`config.mk`:
```
export PLATFORM = sky130hd
export DESIGN_NAME = m_bp_btb
export DESIGN_NICKNAME = d
export VERILOG_FILES = /design/src/rtl/m_bp_btb.sv
export SDC_FILE = /design/constraint.sdc
export NUM_CORES = 1
export LEC_CHECK = 0
export ABC_AREA = 1
export BUFFER_PORTS_ARGS = -buffer_cell sky130_fd_sc_hd__buf_2
export CAP_MARGIN = 25
export CORE_MARGIN = 5
export CORE_UTILIZATION = 25
export DETAILED_ROUTE_END_ITERATION = 6
export GPL_ROUTABILITY_DRIVEN = 0
export PLACE_DENSITY = 0.45
export SKIP_CTS_REPAIR_TIMING = 1
export SLEW_MARGIN = 20
export SYNTH_ARGS = -nofsm -noshare
export SYNTH_HDL_FRONTEND = slang
export SYNTH_SLANG_ARGS = --single-unit
```
`constraint.sdc`:
```
create_clock -name w_clk -period 4.2 [get_ports w_clk]
set_input_delay 0.21 -clock w_clk [delete_from_list [all_inputs] [get_ports w_clk]]
set_output_delay 0.21 -clock w_clk [all_outputs]
set_load 0.01 [all_outputs]
```
`src/rtl/m_bp_btb.sv`:
```
// rtl/m_bp_btb.sv - direct-mapped BTB with 2-bit saturating counters
// Prediction is combinational from registered state; a walking clear invalidates the table after reset.
module m_bp_btb #(
  parameter int ENTRIES = 16,
  parameter int IDXW    = $clog2(ENTRIES)
) (
  input  logic        w_clk,
  input  logic        w_rst,
  input  logic [31:0] w_pc,
  output logic        w_bp_tkn,
  output logic [31:0] w_ppc,
  output logic        w_ready,
  input  logic        w_upd,
  input  logic [31:0] w_upd_pc,
  input  logic        w_upd_tkn,
  input  logic [31:0] w_upd_tpc
);

  localparam int TAGW = 30 - IDXW;

  typedef enum logic {S_CLEAR = 1'b0, S_READY = 1'b1} state_t;

  state_t            state_q, state_d;
  logic [IDXW-1:0]   clr_idx_q, clr_idx_d;
  logic              valid_q [ENTRIES];
  logic              valid_d [ENTRIES];
  logic [TAGW-1:0]   tag_q   [ENTRIES];
  logic [TAGW-1:0]   tag_d   [ENTRIES];
  logic [29:0]       tgt_q   [ENTRIES];
  logic [29:0]       tgt_d   [ENTRIES];
  logic [1:0]        ctr_q   [ENTRIES];
  logic [1:0]        ctr_d   [ENTRIES];

  logic [IDXW-1:0]   idx_l, idx_u;
  logic [TAGW-1:0]   tag_l, tag_u;
  logic              hit_l, hit_u, upd_en;
  logic              unused_bits;

  assign idx_l       = w_pc[IDXW+1:2];
  assign tag_l       = w_pc[31:IDXW+2];
  assign idx_u       = w_upd_pc[IDXW+1:2];
  assign tag_u       = w_upd_pc[31:IDXW+2];
  assign unused_bits = ^{w_pc[1:0], w_upd_pc[1:0], w_upd_tpc[1:0]};

  always_ff @(posedge w_clk) begin
    if (w_rst) begin
      state_q   <= S_CLEAR;
      clr_idx_q <= '0;
    end else begin
      state_q   <= state_d;
      clr_idx_q <= clr_idx_d;
    end
    valid_q <= valid_d;
    tag_q   <= tag_d;
    tgt_q   <= tgt_d;
    ctr_q   <= ctr_d;
  end

  always_comb begin
    state_d   = state_q;
    clr_idx_d = clr_idx_q;
    if (state_q == S_CLEAR) begin
      clr_idx_d = clr_idx_q + IDXW'(1);
      if (clr_idx_q == IDXW'(ENTRIES - 1)) state_d = S_READY;
    end
  end

  always_comb begin
    w_ready  = (state_q == S_READY);
    hit_l    = w_ready & valid_q[idx_l] & (tag_q[idx_l] == tag_l);
    w_bp_tkn = hit_l & ctr_q[idx_l][1];
    w_ppc    = w_bp_tkn ? {tgt_q[idx_l], 2'b00} : w_pc + 32'd4;
  end

  // Table writes: clear walk owns the array until READY; otherwise train on resolved branches.
  always_comb begin
    valid_d = valid_q;
    tag_d   = tag_q;
    tgt_d   = tgt_q;
    ctr_d   = ctr_q;
    hit_u   = valid_q[idx_u] & (tag_q[idx_u] == tag_u);
    upd_en  = w_upd & w_ready & ~w_rst;
    if (state_q == S_CLEAR) begin
      valid_d[clr_idx_q] = 1'b0;
    end else if (upd_en) begin
      if (hit_u) begin
        if (w_upd_tkn) begin
          tgt_d[idx_u] = w_upd_tpc[31:2];
          if (ctr_q[idx_u] != 2'd3) ctr_d[idx_u] = ctr_q[idx_u] + 2'd1;
        end else if (ctr_q[idx_u] != 2'd0) begin
          ctr_d[idx_u] = ctr_q[idx_u] - 2'd1;
        end
      end else if (w_upd_tkn) begin
        valid_d[idx_u] = 1'b1;
        tag_d[idx_u]   = tag_u;
        tgt_d[idx_u]   = w_upd_tpc[31:2];
        ctr_d[idx_u]   = 2'd2;
      end
    end
  end

endmodule

```
==> impl_metrics.sql <==
INSERT INTO impl_metrics (metric_group, metric, value, unit) VALUES
('synthesis', 'seq_area_frac_synth', '0.639', ''),
('synthesis', 'synth.ff_latch_count', '949', ''),
('timing', 'total_count_of_hold_check_failures_in_the_final_report', '0', ''),
('timing', 'report.final.slew_viol_count', '0', ''),
('synthesis', 'syn-num-nets', '4640', ''),
('min_path', 'hold_path_class', 'primary input to flop', ''),
('setup_path', 'startpoint_type', 'flop', ''),
('synthesis', 'yosysTopAreaCell', 'sky130_fd_sc_hd__edfxtp_1', ''),
('pwr', 'power.ir.vdd_worst', '0.000356', 'V'),
('setup_path', 'worst_setup_path_end_kind', 'output port', ''),
('synthesis', 'synth_async_sr_flop_share', '0', ''),
('setup_path', 'rr_endpoint', 'tag_q[13]', ''),
('min_path', 'holdPathStages', '6', ''),
('setup_path', 'timing.reg2reg.worst_path_depth', '16', ''),
('synthesis', 'synth_area_leaders', 'sky130_fd_sc_hd__edfxtp_1 (64%), sky130_fd_sc_hd__nand2_1 (9.7%), sky130_fd_sc_hd__nor2_1 (6.2%), sky130_fd_sc_hd__o21ai_0 (5.8%), sky130_fd_sc_hd__nand3_1 (2.2%)', ''),
('outcome', 'outcome', 'complete, no violations', ''),
('cts', 'numClockSinks', '949', ''),
('routing', 'avgViaCountPerCell', '4.81', ''),
('timing', 'timing.final.crit_period', '3.94', 'ns'),
('finish', 'area_of_the_multi_input_gates', '0.0141', 'mm^2'),
('routing', 'detailedRoute.firstIterationViolations', '3154', ''),
('timing', 'setup-tns-final', '0', 'ns'),
('die', 'fp.dieH', '432', 'um'),
('cts', 'cts_inserted_buffers', '103', ''),
('finish', 'n_fill_cell', '18430', ''),
('setup_path', 'path_class', 'flop to output port', ''),
('global_route', 'initial_antenna_violation_count', '25', ''),
('setup_path', 'critical_path_peak_fanout', '43', ''),
('routing', 'final_antenna_net_count', '0', ''),
('die', 'die_w', '432', 'um'),
('finish', 'fin_cells', '7151', ''),
('synthesis', 'synth_cells', '4533', ''),
('synthesis', 'synth_cell_type_count', '45', ''),
('pwr', 'fin_total_pwr', '21.3', 'mW'),
('pwr', 'cellLeakagePower', '19.2', 'nW'),
('cts', 'cts.reportedPaths.clkPinSlew', '0.06', 'ns'),
('timing', 'layout_skew', '0.0202', 'ns'),
('cts', 'clockRootBuffer', 'sky130_fd_sc_hd__clkbuf_16', ''),
('finish', 'layout.area.seq', '0.0284', 'mm^2'),
('timing', 'grt_setup_unrepaired', 'no', ''),
('cts', 'cts_max_path_buffers', '3', ''),
('global_route', 'grt_first_pass_wirelength', '234000', 'um'),
('placement', 'hpwlAfterDp', '97500', 'um'),
('setup_path', 'setup.reg_to_reg.worst_slack', '0.85', 'ns'),
('setup_path', 'cp.required', '3.99', 'ns'),
('placement', 'port_buffers', '129', ''),
('finish', 'area_growth_syn_to_layout', '18.3', '%'),
('global_route', 'grt_remaining_overflow', '0', ''),
('timing', 'setup_viol_count_final', '0', ''),
('setup_path', 'r2r-start', 'tag_q[215]', ''),
('min_path', 'hold_start', 'w_upd_tkn', ''),
('timing', 'final_min_period_over_clock_period', '0.938', ''),
('timing', 'max-slew-margin-rel', '0.270', ''),
('timing', 'worst_slew_pin_slew', '1.09', 'ns'),
('synthesis', 'synth_area', '0.0445', 'mm^2'),
('global_route', 'vias_in_the_first_global_route', '32610', ''),
('routing', 'drtPass1Iterations', '7', ''),
('global_route', 'gr-usage-all-layers', '0.171', ''),
('pwr', 'power.density', '405', 'mW/mm^2'),
('die', 'placement_rows', '155', ''),
('placement', 'number_of_placed_instances_taps_included', '6895', ''),
('cts', 'worstSkewPairLatency', '0.73', 'ns'),
('synthesis', 'yosys.cell_count.top_type', 'sky130_fd_sc_hd__nand2_1', ''),
('routing', 'wl_per_cell', '22.9', 'um'),
('flow_run', 'max-cap-violations', '0', ''),
('cts', 'cts-htree-levels', '3', ''),
('routing', 'routed_wirelength', '164000', 'um'),
('die', 'core_area', '0.178', 'mm^2'),
('die', 'io_pins', '134', ''),
('routing', 'post-route-drc-count', '0', ''),
('finish', 'num-nets-final', '4809', '');
cells in the final DEF (no fill, tap or decap), types with 7 or more instances in the layout:
cell type,instances
sky130_fd_sc_hd__dlygate4sd3_1,57
sky130_fd_sc_hd__a22oi_1,17
sky130_fd_sc_hd__o221ai_1,47
sky130_fd_sc_hd__o22ai_1,112
sky130_fd_sc_hd__nand2_1,1147
sky130_fd_sc_hd__edfxtp_1,944
sky130_fd_sc_hd__ha_1,7
sky130_fd_sc_hd__buf_4,105
sky130_fd_sc_hd__clkbuf_16,103
sky130_fd_sc_hd__clkinv_2,14
sky130_fd_sc_hd__nand4_1,15
sky130_fd_sc_hd__buf_12,45
sky130_fd_sc_hd__a21oi_1,67
sky130_fd_sc_hd__nor2_1,703
sky130_fd_sc_hd__clkinv_1,29
sky130_fd_sc_hd__o21ai_0,519
sky130_fd_sc_hd__o211ai_1,78
sky130_fd_sc_hd__buf_2,124
sky130_fd_sc_hd__nor2_4,37
sky130_fd_sc_hd__nand2_2,8
sky130_fd_sc_hd__o21bai_1,10
sky130_fd_sc_hd__o21ai_1,25
sky130_fd_sc_hd__clkbuf_1,21
sky130_fd_sc_hd__bufinv_16,8
sky130_fd_sc_hd__nor3_1,26
sky130_fd_sc_hd__diode_2,13
sky130_fd_sc_hd__nand3_1,196
sky130_fd_sc_hd__xor2_1,28
sky130_fd_sc_hd__inv_1,231
kinds of logic after synthesis:
logic type                 count (synthesis)  synth area share
adders and majority gates                  7           0.00197
AOI/OAI and AO/OA                        886             0.113
DFF                                      949             0.639
xor gates and xnor gates                  29           0.00570
and+or+nand+nor                         2147             0.191
buffers and inverters                    515            0.0499
flip-flops by register name, summed over array words and instances, names as in the netlist:
name / cells
tgt_q: 480
tag_q: 416
ctr_q: 32
valid_q: 16
clr_idx_q: 4
w_ready: 1
stage by stage:
stage | cell area (um^2) | worst slack (ns) | utilization
6_report | 52700 | 0.262 | 0.296
5_1_grt | 52700 | 0.0863 | 0.296
4_1_cts | 52100 | 0.237 | 0.293
3_5_place_dp | 48800 | 0.250 | 0.274
3_3_place_gp | 48800 | 0.216 | 0.274
2_1_floorplan | 44500 | 0.0202 | -
worst max-delay path by stage:
stage,startpoint,to,slack [ns],cells past startpoint
after global placement,w_upd_pc[2],tag_q[22],0.22,19
after floorplan,w_upd_pc[4],tag_q[312],0.02,8
after global routing,tag_q[38],w_ppc[24],0.09,19
after detailed placement,w_upd_pc[2],tag_q[22],0.25,19
final,tag_q[38],w_ppc[24],0.26,19
after CTS,tag_q[38],w_ppc[24],0.24,19
worst max-delay path: stages (launching register included):
cell and delay [ns]:
sky130_fd_sc_hd__edfxtp_1 0.38, sky130_fd_sc_hd__nor2_1 0.11, sky130_fd_sc_hd__nor2_1 0.04, sky130_fd_sc_hd__o21ai_0 0.09
sky130_fd_sc_hd__o21ai_0 0.12, sky130_fd_sc_hd__nand2_1 0.07, sky130_fd_sc_hd__nand2_1 0.07, sky130_fd_sc_hd__inv_1 0.05
sky130_fd_sc_hd__nand2_1 0.06, sky130_fd_sc_hd__nand2_1 0.14, sky130_fd_sc_hd__nand2_1 0.07, sky130_fd_sc_hd__nor2_1 0.09
sky130_fd_sc_hd__nand2_1 0.09, sky130_fd_sc_hd__nor2_1 0.24, sky130_fd_sc_hd__nand2_1 0.28, sky130_fd_sc_hd__nor2_4 0.18
sky130_fd_sc_hd__buf_12 0.26, sky130_fd_sc_hd__nor2_1 0.07, sky130_fd_sc_hd__nor2_1 0.38, sky130_fd_sc_hd__buf_2 0.23
final cells by class:
class | count | area share
antenna | 13 | 0.000618
clock buffer | 130 | 0.0520
clock inverter | 56 | 0.00969
inverter | 246 | 0.0180
multi-input combinational | 3069 | 0.268
sequential | 949 | 0.540
tap | 2355 | 0.0559
timing repair buffer | 333 | 0.0553
layer usage:
metal	track usage	vias up	wire length [um]
li1	-	16028	-
met1	0.226	16907	71000
met2	0.285	1184	78100
met3	0.0261	309	9130
met4	0.0599	2	5820
met5	0	-	12
where the power goes:
| group | internal (mW) | total, mW | switching, mW |
|---|---|---|---|
| Combinational | 0.538 | 1.90 | 1.36 |
| Clock | 5.09 | 9.01 | 3.92 |
| Sequential | 10.4 | 10.4 | 0.0129 |
| Total | 16.0 | 21.3 | 5.30 |
Power figures use the tool's default switching activity.
